==> config.mk <==
export PLATFORM = sky130hd
export DESIGN_NAME = half_adder
export DESIGN_NICKNAME = d
export VERILOG_FILES = /design/src/rtl/half_adder_pkg.sv /design/src/rtl/half_adder_bit.sv /design/src/rtl/half_adder.sv
export SDC_FILE = /design/constraint.sdc
export NUM_CORES = 1
export LEC_CHECK = 0
export CAP_MARGIN = 25
export CELL_PAD_IN_SITES_DETAIL_PLACEMENT = 1
export CELL_PAD_IN_SITES_GLOBAL_PLACEMENT = 1
export CORE_AREA = 2 2 42 44
export CTS_CLUSTER_DIAMETER = 100
export CTS_CLUSTER_SIZE = 8
export DETAILED_ROUTE_END_ITERATION = 7
export DIE_AREA = 0 0 44 46
export HOLD_SLACK_MARGIN = 0.06
export PLACE_DENSITY_LB_ADDON = 0.1
export SKIP_LAST_GASP = 1
export SLEW_MARGIN = 25
export SYNTH_ARGS = -nofsm -noshare
export SYNTH_HDL_FRONTEND = slang
export SYNTH_SLANG_ARGS = --single-unit
==> constraint.sdc <==
create_clock -name clk -period 1.2 [get_ports clk]
set_clock_uncertainty 0.15 [all_clocks]
set_input_delay 0.3 -clock clk [delete_from_list [all_inputs] [get_ports clk]]
set_output_delay 0.3 -clock clk [all_outputs]
set_load 0.02 [all_outputs]
==> src/rtl/half_adder_pkg.sv <==
// Shared types and defaults for the half_adder slice: lane result struct and
// the single-lane evaluation function used by the bit cell.
package half_adder_pkg;

   localparam int HA_DEFAULT_WIDTH = 1;
   localparam int HA_DEFAULT_CNT_W = 16;

   typedef struct packed {
      logic sum;
      logic carry;
   } ha_lane_t;

   // Plain operators on purpose so X/Z on an input propagates unmasked.
   function automatic ha_lane_t ha_eval(input logic a, input logic b);
      ha_lane_t r;
      r.sum   = a ^ b;
      r.carry = a & b;
      return r;
   endfunction

endpackage

==> src/rtl/half_adder_bit.sv <==
// Single-lane combinational half adder cell (a,b -> sum,carry); no state.
module half_adder_bit
   import half_adder_pkg::*;
(
   input  logic a,
   input  logic b,
   output logic sum,
   output logic carry
);

   ha_lane_t lane;

   assign lane  = ha_eval(a, b);
   assign sum   = lane.sum;
   assign carry = lane.carry;

endmodule

==> src/rtl/half_adder.sv <==
// WIDTH-lane half adder: combinational sum/carry plus a one-cycle registered
// copy with valid. Optional saturating carry-event counter: HALF_ADDER_CARRY_CNT_EN.
module half_adder
   import half_adder_pkg::*;
#(
   parameter int WIDTH = HA_DEFAULT_WIDTH,
   parameter int CNT_W = HA_DEFAULT_CNT_W
) (
   input  logic             clk,
   input  logic             rst,
   input  logic [WIDTH-1:0] a,
   input  logic [WIDTH-1:0] b,
   input  logic             in_valid,
   output logic [WIDTH-1:0] sum,
   output logic [WIDTH-1:0] carry,
   output logic [WIDTH-1:0] sum_q,
   output logic [WIDTH-1:0] carry_q,
   output logic             out_valid,
   output logic [CNT_W-1:0] carry_cnt
);

   // Lanes are independent cells; nothing ripples between them.
   for (genvar i = 0; i < WIDTH; i++) begin : g_lane
      half_adder_bit u_bit (
         .a     (a[i]),
         .b     (b[i]),
         .sum   (sum[i]),
         .carry (carry[i])
      );
   end

   // NOTE: clocked state uses non-blocking (<=) so every register samples
   // the pre-edge values; blocking here would create order-dependent races.
   always_ff @(posedge clk or posedge rst) begin
      if (rst) begin
         sum_q     <= '0;
         carry_q   <= '0;
         out_valid <= 1'b0;
      end else begin
         out_valid <= in_valid;
         if (in_valid) begin
            sum_q   <= sum;
            carry_q <= carry;
         end
      end
   end

`ifdef HALF_ADDER_CARRY_CNT_EN
   localparam logic [CNT_W-1:0] CNT_MAX = '1;
   localparam logic [CNT_W-1:0] CNT_ONE = CNT_W'(1);

   logic [CNT_W-1:0] cnt_r;
   logic [CNT_W-1:0] cnt_nxt;

   // NOTE: the default assignment first keeps this block purely
   // combinational; a missing default on any path would infer a latch.
   always_comb begin
      cnt_nxt = cnt_r;
      if (in_valid && (|carry) && (cnt_r != CNT_MAX)) begin
         cnt_nxt = cnt_r + CNT_ONE;
      end
   end

   always_ff @(posedge clk or posedge rst) begin
      if (rst) begin
         cnt_r <= '0;
      end else begin
         cnt_r <= cnt_nxt;
      end
   end

   assign carry_cnt = cnt_r;
`else
   // Counter removed; port kept so both builds share one interface.
   assign carry_cnt = '0;
`endif

endmodule

### Word-level counts from Yosys, hierarchy flattened

Index checks and enable logic that the tools add are counted.

| word-level totals | value |
|---|---|
| logic and storage cells | 5 |
| flip-flop bits (word level) | 3 |
| output and inout port bits | 21 |
| input port bits | 5 |

| cells by class | value |
|---|---|
| bitwise logic cells | 2 |

Operators with widths:

| operator | count |
|---|---|
| $and 1x1->1 | 1 |
| $xor 1x1->1 | 1 |

### Depth between registers and ports, before layout

Gate-level depths: netlist of run 1.

| logic depth | value |
|---|---|
| depth in word-level cells | 1 |
| depth in mapped cells | 2 |
| depth with buffers taken out | 2 |

### Modules after synthesis

A second synthesis of run 1 with hierarchy kept.

| unflattened totals | value |
|---|---|
| cells, all modules | 24 |
| area total of the unflattened synthesis | 237.7 um^2 |

Modules (own cells, without submodules):

| module | area each (um^2) | instances | cells each |
|---|---|---|---|
| half_adder | 225.2 | 1 | 23 |
| half_adder_bit | 12.5 | 1 | 1 |

### Least setup slack after synthesis of run 1

Ideal clock, no wire load.

| timing | value |
|---|---|
| path kind | input -> register |
| start point | in a |
| end point | reg sum_q |
| arrival | 948 ps |
| setup slack | -23 ps |
| path buffers | 0 |
| required time | 925 ps |
| setup time | 125 ps |
| stages on the path | 2 |
| cell sequence | ha_1 mux2_2 |

| on the way | value |
|---|---|
| cells in the longest elaborated chain, start to end | 1 |

RTL lines:

| item | line | source |
|---|---|---|
| start: declaration | half_adder.sv:11 | `input logic [WIDTH-1:0] a,` |
| $xor 1x1->1 | half_adder_pkg.sv:16 | `r.sum = a ^ b;` |
| end signal: assignment | half_adder.sv:42 | `sum_q <= sum;` |
| end: declaration | half_adder.sv:16 | `output logic [WIDTH-1:0] sum_q,` |

Every way passes these cells.
A chain may end at the register's enable or synchronous reset.

### Worst setup path in the final report of run 1

| timing | value |
|---|---|
| start point | in a |
| end point | out sum |

| on the way | value |
|---|---|
| cells in the longest elaborated chain, start to end | 1 |

RTL lines:

| item | line | source |
|---|---|---|
| $xor 1x1->1 | half_adder_pkg.sv:16 |  |
| end: declaration | half_adder.sv:14 | `output logic [WIDTH-1:0] sum,` |

Every way passes these cells.

==> implementation parameters, run 1 <==
Parameter                              Value

Floorplan
  Starting density of the core    ~15%
  Core outline area    0.00161 sq mm
  Width of the die    44 microns
  Die area    0.00202 sq mm
  Placement row count    15
  Number of top-level pins    26
  Overall die height    46 microns

GRT
  Number of global-route vias before repair    between 150 and 200
  Overflow left after global routing    0
  Pin count of the biggest net entering global routing    4
  Gr usage total    4.86%
  Number of antenna violations at the first check in global routing    0
  Global-route wire length before repair    641 microns

Worst hold path
  Worst min-delay path class    in -> async

Critical path
  Arrival time worst endpoint    approximately 0.76 ns
  Dominant delay contributor by cell family on the critical path    adder cells
  CP max stage delay    0.26 ns
  Critical path start-end classification    in -> out
  Reg2Reg Launch Point    sum_q
  Endpoint kind of the worst setup timing path    output port
  Worst path cell trace    buf_6, ha_4, buf_6
  CP dominant cell by count    sky130_fd_sc_hd__buf_6
  Highest net fanout along the worst path    2
  Launching element of the worst setup path    a
  Required time of the worst setup path    0.75 ns
  Buffer and inverter count on the worst path    2
  Slowest CP cell    sky130_fd_sc_hd__ha_4
  Startpoint types    primary input

Placed design
  Buffers added on ports    9
  Worst Setup Slack post-DPL    -0.891 ns
  Placement-stage cell area    around 300 sq um
  GPL Wtd Cong    0.628

Logic synthesis
  Sequential share of the synthesized area    31.6%
  Synth cell types    6
  Ys Warns    0
  Summed instance area of the synthesized netlist    238 sq um
  Post-Synthesis Cells    24
  Number of synthesized register bits    3
  Mean Syn Cell Area    9.91 sq um

Timing
  Final critical-path required period    1.21 ns
  Hold Fails Final Rpt    0
  Highest clock frequency the design can meet    0.826 GHz
  Total negative slack    -0.0103 ns
  Unrepaired setup endpoints after global routing    yes
  Final count of negative-setup-slack endpoints    1
  Final WS setup    -0.0103 ns
  Final critical-path share of the clock period    101%
  Total count of max-transition violations in the final report    0

CTS
  Post-CTS clock slew at the launch and capture registers of the worst setup and hold paths    0.04 ns
  Clk Latency, worst-skew pair    0.23 ns
  TritonCTS clock tree    done
  Number of buffers between clock root and the deepest sink    2
  Root Buffer    sky130_fd_sc_hd__clkbuf_4
  Total clock buffers created by CTS    3
  CTS Hold Buffers Added    0
  TritonCTS sink count    3
  Number of levels the H-tree was split into    1

Cells and area
  Area occupied by registers    75.1 sq um
  Finished Core Util    21.3%
  Post-route cell area    ~340 sq um
  Filler Cells Inserted    197
  Antenna cells    0
  Most frequent standard cell in the layout excluding fill and tap cells    sky130_fd_sc_hd__conb_1
  Commonest cells after routing, fill and taps aside    sky130_fd_sc_hd__conb_1, sky130_fd_sc_hd__buf_6, sky130_fd_sc_hd__dfrtp_1, sky130_fd_sc_hd__clkbuf_4
  Net total in the final layout    45
  Area grow syn2layout    44.7%
  Layout cells sized above 1    ~39%
  Multi-input gate area in the final layout    108 sq um

Power
  VDD IR-drop max    0.237 mV
  Power density relative to cell area    1250 mW/mm^2
  Leakage dissipation    0.193 nW

Route
  Total Routed Length    436 microns
  Via Count    ~150
  Iter 0 DRT Violations    0
  Drt first pass iters    1
  Via density    approximately 2.7
  Wire length per cell    7.93 microns
  Remaining routing DRC violations    0
  Post-route antenna net violation count    0

Run status
  Outcome    finished, violations left
  Failing checks    negative setup slack

Job
  Max Cap Viol    0
-- cells in the mapped netlist --
cell type | n | area [sq um]
sky130_fd_sc_hd__buf_4 | 16 | 120
sky130_fd_sc_hd__dfrtp_1 | 3 | 75.1
sky130_fd_sc_hd__mux2_2 | 2 | 22.5
sky130_fd_sc_hd__conb_1 | 1 | 3.75
sky130_fd_sc_hd__ha_1 | 1 | 12.5
sky130_fd_sc_hd__inv_1 | 1 | 3.75
-- state kept, by name, indices dropped and copies added, names as in the netlist --
| register | cells |
|---|---|
| sum_q | 1 |
| out_valid | 1 |
| carry_q | 1 |
-- report_power, final --
part / total (mW) / switching [mW] / internal [mW]
registers: 0.118 / 0.00593 / 0.112
logic: 0.138 / 0.0824 / 0.0555
clock network: 0.174 / 0.0496 / 0.124
-- cells by family after synthesis --
family | count (synthesis) | synth area share [%]
other cells | 1 | 1.58
flops | 3 | 31.6
fa+ha+maj | 1 | 5.26
buf+inv | 17 | 52.1
mux | 2 | 9.47
-- timing repair --
item	in CTS	in global routing
setup buffers	1	0
resized for setup	39	1
pin swaps	1	0
setup endpoints to repair	7	6
-- path summary, 6_finish.rpt --
kind / to / slack, ns / cells past startpoint
max in group asynchronous: carry_q / 0.66 / 2
setup reg to reg: sum_q / 0.30 / 1
hold reg to reg: carry_q / 0.37 / 1
hold / removal: out_valid / 0.10 / 2
setup / recovery: sum / -0.01 / 3
min in group clk: out_valid / 0.12 / 1
-- layer usage --
layer / share of wire (%) / track usage, % / vias up
met4: 0 / 7.27 / 0
li1: - / - / 69
met5: 0 / 0 / -
met2: 51 / 6.76 / 16
met3: 19 / 2.38 / 0
met1: 30 / 4.26 / 63
-- layout make-up --
class,instances,area share [%]
clock buffers,4,7.64
inverters,1,1.09
multi-input cells,19,31.3
flip-flops and latches,3,21.8
well taps,17,6.18
repair buffers,11,32.0
-- through the flow --
stage | instances | hold slack, ns | total power [mW]
floorplan | 39 | -0.0964 | 0.236
global placement | 50 | 0.339 | 0.244
detailed placement | 50 | 0.332 | 0.244
CTS | 55 | 0.0875 | 0.443
global route | 55 | 0.116 | 0.466
finish | 55 | 0.104 | 0.429
Note: power is estimated with default switching activity, not from simulation.
==> inputs of run 2 (changes only) <==
--- a/config.mk
+++ b/config.mk
@@ -13,6 +13,7 @@
 export CTS_CLUSTER_SIZE = 8
 export DETAILED_ROUTE_END_ITERATION = 7
 export DIE_AREA = 0 0 44 46
+export GPL_ROUTABILITY_DRIVEN = 1
 export HOLD_SLACK_MARGIN = 0.06
 export PLACE_DENSITY_LB_ADDON = 0.1
 export SKIP_LAST_GASP = 1
==> constraint.sdc (replaced) <==
create_clock -name clk -period 1.3 [get_ports clk]
set_clock_uncertainty 0.15 [all_clocks]
set_input_delay 0.325 -clock clk [delete_from_list [all_inputs] [get_ports clk]]
set_output_delay 0.325 -clock clk [all_outputs]
set_load 0.02 [all_outputs]
==> run 2 against run 1 <==
Effect of this change:
- the run now ends clean
- cell count stayed put
- combinational power is 15% lower
- non-clock buffer count is the same
- sequential share of layout area increased by 1.4 points
- worst setup slack better by 0.051 ns
- via count rose by 4.1%
==> implementation parameters, run 2 (synthesis gave the netlist of run 1 again) <==
Parameter                              Value

Run status
  Outcome    complete, no violations

Placed design
  Buffers added on ports    9 (unchanged)
  Placement-stage cell area    300 sq um (+1.7%)
  GPL Wtd Cong    0.664 (+5.8%)

Timing
  Unrepaired setup endpoints after global routing    no
  Final count of negative-setup-slack endpoints    0 (-1)
  Total count of max-transition violations in the final report    0 (unchanged)
  Highest clock frequency the design can meet    between 0.7 and 0.8 GHz
  Total negative slack    0 ns (+0.0103 ns)
  Final critical-path share of the clock period    96.9%
  Final critical-path required period    1.26 ns
  Worst Hold Margin    0.108 ns (+0.00426 ns)
  Hold Fails Final Rpt    0 (unchanged)

Floorplan
  Placement row count    15 (unchanged)
  Number of top-level pins    26 (unchanged)
  Starting density of the core    14.7% (unchanged)
  Width of the die    44 microns (unchanged)
  Die area    0.00202 sq mm (unchanged)
  Core outline area    0.00161 sq mm (unchanged)
  Overall die height    46 microns (unchanged)

GRT
  Number of antenna violations at the first check in global routing    0 (unchanged)
  Number of global-route vias before repair    134 (-17%)
  Gr usage total    4.68% (-0.17 points)
  Global-route wire length before repair    607 microns (-5.3%)
  Pin count of the biggest net entering global routing    4 (unchanged)
  Overflow left after global routing    0 (unchanged)

Route
  Iter 0 DRT Violations    0 (unchanged)
  Post-route antenna net violation count    0 (unchanged)
  Wire length per cell    7.98 microns (+0.69%)
  Drt first pass iters    1 (unchanged)
  Via Count    154 (+4.1%)
  Total Routed Length    439 microns (+0.69%)
  Remaining routing DRC violations    0 (unchanged)
  Via density    2.80 (+4.1%)

CTS
  Number of buffers between clock root and the deepest sink    2 (unchanged)
  Total clock buffers created by CTS    3 (unchanged)
  Root Buffer    sky130_fd_sc_hd__clkbuf_4
  Post-CTS clock slew at the launch and capture registers of the worst setup and hold paths    0.04 ns (about the same)
  Clk Latency, worst-skew pair    0.23 ns (about the same)
  Setup Buffers After CTS    0 (-1)
  TritonCTS clock tree    done
  CTS Hold Buffers Added    0 (unchanged)
  TritonCTS sink count    3 (unchanged)
  Number of levels the H-tree was split into    1 (unchanged)

Critical path
  Reg2Reg Launch Point    carry_q
  Endpoint kind of the worst setup timing path    output port
  Cell count of the worst reg-to-reg path    1 (unchanged)
  Arrival time worst endpoint    0.78 ns (+0.02 ns)
  Startpoint types    primary input
  R2r setup slk    0.41 ns (+0.11 ns)
  Critical register-to-register path endpoint    carry_q
  Critical path start-end classification    in -> out
  Highest net fanout along the worst path    2 (unchanged)
  Required time of the worst setup path    0.82 ns (+0.07 ns)

Worst hold path
  Worst min-delay path class    in -> async

Power
  Power density relative to cell area    1200 mW/mm^2 (-3.8%)
  PnR Total Power    0.387 mW (-9.8%)
  Leakage dissipation    0.178 nW (-7.6%)
  VDD IR-drop max    0.324 mV (+37%)

Cells and area
  Commonest cells after routing, fill and taps aside    sky130_fd_sc_hd__conb_1, sky130_fd_sc_hd__buf_2, sky130_fd_sc_hd__dfrtp_1, sky130_fd_sc_hd__clkbuf_4, sky130_fd_sc_hd__buf_6
  Area grow syn2layout    35.8%
  Antenna cells    0 (unchanged)
  Most frequent standard cell in the layout excluding fill and tap cells    sky130_fd_sc_hd__conb_1
  Layout cells sized above 1    39.5% (unchanged)
  Post-route cell area    323 sq um (-6.2%)
  Net total in the final layout    45 (unchanged)
  Top flop regs    carry_q (1), out_valid (1), sum_q (1)
  Filler Cells Inserted    202 (+2.5%)

Job
  Max Cap Viol    0 (unchanged)
run 2: changes by cell type in the layout (fill, tap and decap cells not counted), sizes merged:
cell | before | now
clkdlybuf4s50 | 1 | 2
dlymetal6s2s | 1 | 0
run 2: area by class of cell:
| cell class | count | area [sq um] | share of cell area [%] |
|---|---|---|---|
| clock buffer | 4 | 26.3 | 8.14 |
| inverter | 1 | 3.75 | 1.16 |
| multi-input combinational | 19 | 108 | 33.3 |
| sequential | 3 | 75.1 | 23.3 |
| tap | 17 | 21.3 | 6.59 |
| timing repair buffer | 11 | 88.8 | 27.5 |
run 2: critical path, stage by stage:
cell                    delay (ns)
sky130_fd_sc_hd__buf_6        0.10
sky130_fd_sc_hd__ha_4         0.26
sky130_fd_sc_hd__buf_6        0.11
run 2: worst max-delay path by stage:
stage               startpoint    end  slack, ns  depth (start not counted)
CTS                          b    sum       0.01                          3
detailed placement           b    sum      -0.82                          3
global route                 b    sum       0.03                          3
floorplan                    a  sum_q       0.05                          2
finish                       b    sum       0.04                          3
global placement             a    sum      -0.82                          3
run 2: power breakdown:
part / total, mW / internal, mW / switching (mW)
Clock: 0.164 / 0.115 / 0.0485
Sequential: 0.107 / 0.103 / 0.00359
Combinational: 0.117 / 0.0409 / 0.0765
run 2: repair_timing:
item | CTS | global route
endpoints found under the hold margin | 0 | 0
resized for setup | 31 | 2
endpoints found under the setup margin | 7 | 1
pin swaps | 1 | 1
run 2: per-layer routing:
metal	part of all wire, %	vias to the layer above	global-route usage, %
met5	0	-	0
met4	0	0	1.82
met3	23	0	6.35
met2	51	19	6.47
met1	26	67	3.76
li1	-	68	-
run 2: through the flow:
step / std cells / util [%] / worst slack [ns]
finish: 55 / 20.0 / 0.0404
global route: 55 / 20.0 / 0.0257
CTS: 55 / 19.2 / 0.0107
detailed placement: 51 / 18.6 / -0.819
global placement: 51 / 18.6 / -0.821
floorplan: 39 / - / 0.0521
==> RTL change: new RTL, flow settings as in run 1 <==
Add a define of `HALF_ADDER_CARRY_CNT_EN`.
--- a/src/rtl/half_adder.sv
+++ b/src/rtl/half_adder.sv
@@ -1,4 +1,6 @@
 // WIDTH-lane half adder: combinational sum/carry plus a one-cycle registered
 // copy with valid. Optional saturating carry-event counter: HALF_ADDER_CARRY_CNT_EN.
+`define HALF_ADDER_CARRY_CNT_EN
+
 module half_adder
    import half_adder_pkg::*;
Function: changed (a bounded check fails within 4 cycles, from zero or initial values and one cycle with rst high).
==> RTL change against run 1 <==
The run now fails in global placement; synthesized area increased to 3.9 times the old value.
==> RTL change: results (changes against run 1) <==
yosys_warnings: 0  # unchanged
portBuffers: 25  # was 9
ys_top_cells_by_count: "19 x dfrtp_1, 7 x nor2_1, 6 x nand2_1"  # was 16 x buf_4, 3 x dfrtp_1, 2 x mux2_2
outcome: "stopped before the end"  # was finished with violations
synth.distinct_cells: 26  # was 6
ys_seq_elements: 19  # was 3
haltStage: "global placement"
syn_inst: 82  # was 24
firstError: "[ERROR FLW-0024] Place density exceeds 1.0 (current PLACE_DENSITY_LB_ADDON =  0.1). Please check if the value of  PLACE_DENSITY_LB_ADDON is between 0 and 0.99."
placement_rows: 15  # unchanged
synthArstFlopShare: 1.00  # unchanged
synth_area_leaders: "dfrtp_1 51%, xor2_1 4.7%, nand4_4 4.6%"  # was buf_4 51%, dfrtp_1 32%, mux2_2 9.5%
ys_seq_area_frac: 0.510  # was 0.316
syn_nets: 89
## RTL change: kinds of logic after synthesis
kind of cell / after synthesis / share of synthesized area
mux: 6 / 0.0765
xor+xnor: 9 / 0.0846
flops: 19 / 0.510
compound gates: 5 / 0.0336
fa+ha+maj: 2 / 0.0268
simple gates: 38 / 0.256
buf+inv: 3 / 0.0121
